`src/rtl/comparator_magnitude_serial_if.sv`:
```
// Bus bundle for comparator_magnitude_serial.
// Handshake: start is a request that is taken only while busy = 0; the edge
// that takes it also latches A and B. busy stays high for the whole
// comparison. done is a single-cycle pulse, with busy = 0, that marks fresh
// result flags. The flags then hold until the next done. There is no
// back-pressure and no queuing: a start raised while busy = 1 is dropped.
interface comparator_magnitude_serial_if #(
  parameter int WIDTH = 8
);
  logic             start;
  logic [WIDTH-1:0] A;
  logic [WIDTH-1:0] B;
  logic             busy;
  logic             done;
  logic             A_greater_than_B;
  logic             A_equal_B;
  logic             A_less_than_B;
  logic             dbg_state;   // 0 = IDLE, 1 = COMPARE

  modport master (
    output start, A, B,
    input  busy, done, A_greater_than_B, A_equal_B, A_less_than_B, dbg_state
  );

  modport slave (
    input  start, A, B,
    output busy, done, A_greater_than_B, A_equal_B, A_less_than_B, dbg_state
  );
endinterface

```
`src/rtl/comparator_magnitude_serial.sv`:
```
// Serial MSB-first magnitude comparator, DIGIT bits per clock.
// Optional build macro: SIGNED_COMPARE_EN selects two's-complement ordering.
// When it is defined, the operand MSB is flipped at latch time so that the
// unsigned digit compare yields the signed order. When it is undefined, the
// ordering is unsigned.
module comparator_magnitude_serial #(
  parameter int WIDTH      = 8,
  parameter int DIGIT      = 1,
  parameter int EARLY_EXIT = 1
) (
  input  logic                            clk,
  input  logic                            rst_n,
  comparator_magnitude_serial_if.slave    bus
);

  localparam int STEPS = WIDTH / DIGIT;
  localparam int CW    = $clog2(STEPS + 1);
  localparam logic [CW-1:0]    LAST_CNT = CW'(STEPS);
  localparam logic [WIDTH-1:0] ONE      = WIDTH'(1);
`ifdef SIGNED_COMPARE_EN
  localparam logic [WIDTH-1:0] OP_MASK  = ONE << (WIDTH - 1);
`else
  localparam logic [WIDTH-1:0] OP_MASK  = ONE & '0;
`endif
  localparam bit EARLY = (EARLY_EXIT != 0);

  typedef enum logic {IDLE = 1'b0, COMPARE = 1'b1} state_t;

  state_t           state_q, state_d;
  logic [WIDTH-1:0] a_sr, b_sr;
  logic [CW-1:0]    cnt_q;
  logic             dec_q, dec_gt_q;
  logic             done_q, gt_q, eq_q, lt_q;

  logic [DIGIT-1:0] a_dig, b_dig;
  logic [CW-1:0]    cnt_inc;
  logic             differ, dig_gt, last_step, finish;
  logic             res_gt, res_eq, res_lt;

  // Digit compare, finish condition and the result the finishing edge will latch.
  always_comb begin
    a_dig     = a_sr[WIDTH-1 -: DIGIT];
    b_dig     = b_sr[WIDTH-1 -: DIGIT];
    differ    = (a_dig != b_dig);
    dig_gt    = (a_dig > b_dig);
    cnt_inc   = cnt_q + 1'b1;
    last_step = (cnt_inc == LAST_CNT);
    finish    = (state_q == COMPARE) && ((EARLY && differ) || last_step);
    // An earlier sticky decision wins over the current digit.
    res_gt    = dec_q ? dec_gt_q  : (differ &  dig_gt);
    res_lt    = dec_q ? !dec_gt_q : (differ & !dig_gt);
    res_eq    = !dec_q && !differ;
  end

  // Next-state logic: accept only from IDLE, and leave COMPARE on finish.
  always_comb begin
    state_d = state_q;
    case (state_q)
      IDLE:    if (bus.start) state_d = COMPARE;
      COMPARE: if (finish)    state_d = IDLE;
      default: state_d = IDLE;
    endcase
  end

  // State register.
  always_ff @(posedge clk) begin
    if (!rst_n) state_q <= IDLE;
    else        state_q <= state_d;
  end

  // Datapath: latch operands, shift by one digit, track the sticky decision, publish the result.
  always_ff @(posedge clk) begin
    if (!rst_n) begin
      a_sr     <= '0;
      b_sr     <= '0;
      cnt_q    <= '0;
      dec_q    <= 1'b0;
      dec_gt_q <= 1'b0;
      done_q   <= 1'b0;
      gt_q     <= 1'b0;
      eq_q     <= 1'b0;
      lt_q     <= 1'b0;
    end else begin
      done_q <= 1'b0;
      case (state_q)
        IDLE: begin
          if (bus.start) begin
            a_sr     <= bus.A ^ OP_MASK;
            b_sr     <= bus.B ^ OP_MASK;
            cnt_q    <= '0;
            dec_q    <= 1'b0;
            dec_gt_q <= 1'b0;
          end
        end
        COMPARE: begin
          a_sr  <= a_sr << DIGIT;
          b_sr  <= b_sr << DIGIT;
          cnt_q <= cnt_inc;
          if (differ && !dec_q) begin
            dec_q    <= 1'b1;
            dec_gt_q <= dig_gt;
          end
          if (finish) begin
            done_q <= 1'b1;
            gt_q   <= res_gt;
            eq_q   <= res_eq;
            lt_q   <= res_lt;
          end
        end
        default: ;
      endcase
    end
  end

  assign bus.busy             = (state_q == COMPARE);
  assign bus.done             = done_q;
  assign bus.A_greater_than_B = gt_q;
  assign bus.A_equal_B        = eq_q;
  assign bus.A_less_than_B    = lt_q;
  assign bus.dbg_state        = (state_q == COMPARE);

endmodule

```
`src/flat_wrapper.sv`:
```
// flat-port wrapper written by rule: the top's interface ports become plain ports
module comparator_magnitude_serial_flat 
#(
  parameter int WIDTH      = 8,
  parameter int DIGIT      = 1,
  parameter int EARLY_EXIT = 1
)
  (clk, rst_n, bus_start, bus_A, bus_B, bus_busy, bus_done, bus_A_greater_than_B, bus_A_equal_B, bus_A_less_than_B, bus_dbg_state);
  comparator_magnitude_serial_if #(.WIDTH(WIDTH)) bus_i ();
  input  logic clk;
  input  logic rst_n;
  input wire logic [$bits(bus_i.start)-1:0] bus_start;
  input wire logic [$bits(bus_i.A)-1:0] bus_A;
  input wire logic [$bits(bus_i.B)-1:0] bus_B;
  output wire logic [$bits(bus_i.busy)-1:0] bus_busy;
  output wire logic [$bits(bus_i.done)-1:0] bus_done;
  output wire logic [$bits(bus_i.A_greater_than_B)-1:0] bus_A_greater_than_B;
  output wire logic [$bits(bus_i.A_equal_B)-1:0] bus_A_equal_B;
  output wire logic [$bits(bus_i.A_less_than_B)-1:0] bus_A_less_than_B;
  output wire logic [$bits(bus_i.dbg_state)-1:0] bus_dbg_state;
  assign bus_i.start = bus_start;
  assign bus_i.A = bus_A;
  assign bus_i.B = bus_B;
  assign bus_busy = bus_i.busy;
  assign bus_done = bus_i.done;
  assign bus_A_greater_than_B = bus_i.A_greater_than_B;
  assign bus_A_equal_B = bus_i.A_equal_B;
  assign bus_A_less_than_B = bus_i.A_less_than_B;
  assign bus_dbg_state = bus_i.dbg_state;
  comparator_magnitude_serial #(.WIDTH(WIDTH), .DIGIT(DIGIT), .EARLY_EXIT(EARLY_EXIT)) u_core (.clk(clk), .rst_n(rst_n), .bus(bus_i));
endmodule
```
`config.mk`:
```
export PLATFORM = sky130hd
export DESIGN_NAME = comparator_magnitude_serial_flat
export DESIGN_NICKNAME = d
export VERILOG_FILES = /design/src/rtl/comparator_magnitude_serial_if.sv /design/src/rtl/comparator_magnitude_serial.sv /design/src/flat_wrapper.sv
export SDC_FILE = /design/constraint.sdc
export NUM_CORES = 1
export LEC_CHECK = 0
export ABC_AREA = 1
export ABC_CLOCK_PERIOD_IN_PS = 3170
export BUFFER_PORTS_ARGS = -buffer_cell sky130_fd_sc_hd__buf_2
export CAP_MARGIN = 20
export CORE_MARGIN = 4
export CORE_UTILIZATION = 25
export DETAILED_ROUTE_END_ITERATION = 6
export GPL_ROUTABILITY_DRIVEN = 0
export PLACE_DENSITY = 0.54
export RECOVER_POWER = 50
export SYNTH_ARGS = -nofsm -noshare
export SYNTH_HDL_FRONTEND = slang
export SYNTH_SLANG_ARGS = --single-unit
export TNS_END_PERCENT = 1
```
`constraint.sdc`:
```
create_clock -name clk -period 3.17 [get_ports clk]
set_input_delay 0.634 -clock clk [delete_from_list [all_inputs] [get_ports clk]]
set_output_delay 0.634 -clock clk [all_outputs]
set_load 0.05 [all_outputs]
```
# Word level (Yosys, flattened, before mapping)
# Cells that the tools add are included.
[totals]
ff_bits = 27
wordCells = 47
input_bits = 19
output_inout_bits = 6
[op_classes]
magnitude_cmp = 1
eq_ne = 4
n_reduce_logical = 11
muxes = 17
bitwise = 3
add_sub_neg = 1
[op_table]
columns = ["cell", "n"]
rows = [
  ["case mux 8 bit (2 select lines)", 2],
  ["2-to-1 mux 8 bit", 2],
  ["2-to-1 mux 1 bit", 8],
  ["case mux 4 bit (2 select lines)", 1],
  ["case mux 1 bit (2 select lines)", 3],
  ["AND reduction 2 bit", 3],
  ["adder 4 x 1 -> 4 bit (second input constant)", 1],
  ["== test 4 bit (second input constant)", 1],
  ["logical NOT 1 bit", 4],
  ["2-to-1 mux 4 bit", 1],
  ["!= test 2 bit (second input constant)", 2],
  ["logical AND 1 bit", 3],
  ["bitwise AND 1 bit", 2],
  ["greater-than comparator 1 bit", 1],
  ["logical OR 1 bit", 1],
  ["!= test 1 bit", 1],
  ["NOT 1 bit", 1],
]

# Depth between registers and ports, before layout
[depth]
word_depth = 6
mapped_depth = 8
mapped_depth_nobuf = 7

# Worst setup path after synthesis
# OpenSTA, ideal clock, no wires.
[synth_path]
kind = "flip-flop to output port"
start = "reg u_core.state_q, in the netlist u_core.bus.busy"
end = "out bus_dbg_state"
t_required_ns = 2.536
arrival_ns = 0.988
path_buffers = 1
path_stages_with_launch = 2
setup_slack_ns = 1.548
path_cell_list = "dfxtp_1 > buf_4"
[synth_lines]
columns = ["item", "line", "rtl"]
rows = [
  ["start: declaration", "comparator_magnitude_serial.sv:29", "state_t state_q, state_d;"],
  ["start signal: assignment", "comparator_magnitude_serial.sv:68", "else state_q <= state_d;"],
  ["end: declaration", "flat_wrapper.sv:20", "output wire logic [$bits(bus_i.dbg_state)-1:0] bus_dbg_state;"],
]
# No word-level cell between the ends.

# Worst setup path in the final report
[layout_path]
start = "reg u_core.state_q, in the netlist u_core.bus.busy"
end = "out bus_dbg_state"
# No word-level cell between the ends.

==> results summary <==
For this run, the number of Yosys warnings is 0. The worst register-to-register path begins at u_core.bus.busy. Summing all placed instances gives a cell area of 1410 um^2.

The reg-to-reg endpoint is u_core.b_sr[7]. In the final layout, the share of cells above drive strength 1 is 0.144. Power spread over the standard cell area amounts to 457 nW/um^2. The total negative slack for setup checks came out at 0 ns. Along the worst path, the maximum fanout reaches 24.

In the post-route analysis, the smallest setup slack over all paths is 1.03 ns. The slowest stage of the critical path belongs to the cell sky130_fd_sc_hd__dfxtp_1. The count of inserted antenna diode cells came out at 0. The post-synthesis area per instance came out at 7.19 um^2. The TritonCTS clock tree is done. The mapped netlist covers 1250 um^2. Setup repair after global routing left no endpoint under its margin. The leakage component of the power came out at 0.748 nW. The required time of the critical path came out at between 2 and 3 ns. The global-route met1 utilization came out at 0.108. The later-pin clock latency in the skew report came out at roughly 0.27 ns. The wire-length estimate of the detail-placed layout is 1790 um. The area growth from synthesis to layout is 15.7%. VDD sags by at most approximately 0.00014 V. 25 I/O pins were placed. The starting density of the core came out at 0.261. The count of buffering cells on the critical path with inverters included is 1.

Synthesis inferred 27 register bits. The number of global-route vias before repair is 963. Summed over all layers, the global routing overflow is 0.

The design area came out at 1450 um^2. The total routed wirelength is roughly 2500 um. The part of the cycle the worst path needs came out at 0.674.

The buffers inserted during post-CTS setup optimization is 0. The worst setup path is of the register to output pin kind. The critical path arrival came out at about 1.5 ns. The global routing stage identified its most utilized layer as met2. The number of antenna violations at the first check in global routing is 0. The clock-pin transition on the worst setup and hold timing paths came out at 0.09 ns.

The count of instances resized after the clock tree is built came out at 0. Counting tap cells, the placed design contains a total of 257 instances. The final hold violation count came out at 0. The final cell count without fillers is 261. The post-synthesis sequential area ratio came out at 0.432.

In this design, the largest share of critical-path delay is due to flip-flops. Before CTS, the worst setup slack after placement is 1.31 ns. The floorplan step set the die width to 78.7 um.

For this run, global-route usage on met3 was measured as 0.0249. The detail-routed via count per cell is 4.12. The worst reg-to-reg setup slack is 1.24 ns.

The maximum clock skew at final layout is 0.00200 ns. The number of max-slew violations in the final report came out at 0. Counting the buffers created by CTS gives 3. The core utilization of the finished layout came out at 0.302.

The depth of the CTS H-tree is 1. The number of nets in the layout came out at around 220. In this run the vertical extent of the chip is ~79 um. The number of instances in the synthesized netlist is between 150 and 200. For this run, design rule violations remaining after detail routing come to 0. The clock tree root driver cell is sky130_fd_sc_hd__clkbuf_8.

The worst hold path stage count came out at 2. The total global routing track utilization is 0.0840. The achievable frequency came out at approximately 0.47 GHz. The core area is 4790 um^2. Entering global routing, the biggest net connects 25 pins.

Walking the worst path, the cells encountered are buf_2. Setup violations remaining at the end of the flow were counted as 0. The flow ran to the end, and the final reports show no timing, DRC or antenna violations.

The worst-case clock buffer depth came out at 2. The initial detailed-routing violation count came out at 64. The final route contains 1076 vias. The worst reg-to-reg path cell count is 6. The end of the worst hold path is u_core.dec_gt_q.

In this run the most critical hold path is launched from u_core.dec_gt_q. In this run the remaining antenna-violating nets after routing total 0. The remaining max-slew budget at the tightest pin is 0.432.

After layout, the minimum clock period comes to 2.14 ns. The final routed wire length divided by cell count is 9.66 um. The number of maximum-capacitance constraint violations is 0.

The length of the first detailed-routing pass in iterations came out at 4. The row count came out at 25. The distinct cell type count after synthesis is 25. The count of port buffers added during placement came out at 24. The clock sink count came out at 27. The first global-routing pass estimated 4150 um of wire. The largest single stage delay on the critical path is roughly 0.84 ns.

The total of fill cells in the finished design is about 540. The net count after synthesis came out at 197. The area of the die is 6200 um^2.

The worst setup path is launched from a register. The number of buffers added to fix hold violations after cts is 0. At the pin with the least slew margin, the transition time is roughly 0.85 ns. The tightest min-delay check is of the register to register type. In the global route stage, met2 resource usage came out at 0.125.

The endpoint class of the critical path is an output pin.
==> cells by family after synthesis <==
kind of cell               after synthesis  synth area share
adders and majority gates                4            0.0400
DFF                                     27             0.432
and+or+nand+nor                         91             0.312
AOI/OAI and AO/OA                       20             0.103
buffers and inverters                   32             0.113
==> cell type report <==
cell class	instances	area [um^2]	share of cell area
multi-input combinational	115	569	0.393
sequential	27	541	0.373
timing repair buffer	25	119	0.0821
inverter	23	86.3	0.0596
tap	67	83.8	0.0579
clock buffer	3	41.3	0.0285
clock inverter	1	7.51	0.00519
==> placed cells by master (no fill, tap or decap), drive strengths merged <==
| master | n |
|---|---|
| or2 | 2 |
| nor2 | 4 |
| inv | 23 |
| nand2 | 68 |
| a21oi | 8 |
| clkbuf | 8 |
| nand4 | 5 |
| o211ai | 1 |
| ha | 4 |
| dfxtp | 27 |
| clkinvlp | 1 |
| nor3 | 1 |
| a211oi | 1 |
| a22oi | 7 |
| o21a | 1 |
| o21ai | 2 |
| buf | 20 |
| nand3 | 11 |
==> per-stage QoR <==
stage | hold slack, ns | power, mW
after detailed placement | 0.459 | 0.473
final | 0.469 | 0.661
after global placement | 0.457 | 0.472
after global routing | 0.502 | 0.695
after floorplan | 0.446 | 0.449
after CTS | 0.474 | 0.676
==> layer usage <==
layer	part of all wire	wire length (um)
met1	0.51	1290
met2	0.42	1050
met3	0.059	148
met4	0.015	39
met5	0	0
==> cell usage after synthesis (all sizes together) <==
library cell | n | area (um^2)
nand2 | 68 | 255
dfxtp | 27 | 541
inv | 23 | 86.3
nand3 | 11 | 55.1
a21oi | 8 | 43.8
a22oi | 7 | 52.6
buf | 7 | 47.5
nand4 | 5 | 37.5
ha | 4 | 50.1
nor2 | 4 | 25.0
clkbuf | 2 | 7.51
o21ai | 2 | 10.0
or2 | 2 | 12.5
a211oi | 1 | 7.51
nor3 | 1 | 5.00
o211ai | 1 | 7.51
o21a | 1 | 7.51
==> worst max path at each step <==
stage	from	end	slack, ns	depth (start not counted)
floorplan	u_core.bus.busy	bus_dbg_state	1.55	1
CTS	u_core.bus.busy	bus_dbg_state	1.0	1
finish	u_core.bus.busy	bus_dbg_state	1.03	1
detailed placement	u_core.bus.busy	bus_dbg_state	1.31	1
global route	u_core.bus.busy	bus_dbg_state	0.94	1
global placement	u_core.bus.busy	bus_busy	1.33	1
==> sequential cells by signal, summed over array words and instances (netlist names) <==
signal / flops
u_core.a_sr: 8
u_core.b_sr: 8
u_core.cnt_q: 4
u_core.bus.A_equal_B: 1
u_core.bus.A_greater_than_B: 1
u_core.bus.A_less_than_B: 1
u_core.bus.busy: 1
u_core.bus.done: 1
u_core.dec_gt_q: 1
u_core.dec_q: 1
==> power by group <==
part	internal (mW)	total, mW	switching, mW	leakage [nW]
sequential	0.356	0.374	0.0176	0.221
combinational	0.0324	0.0883	0.0559	0.505
clock	0.0892	0.199	0.110	0.0217
(Power assumes the default switching activity.)
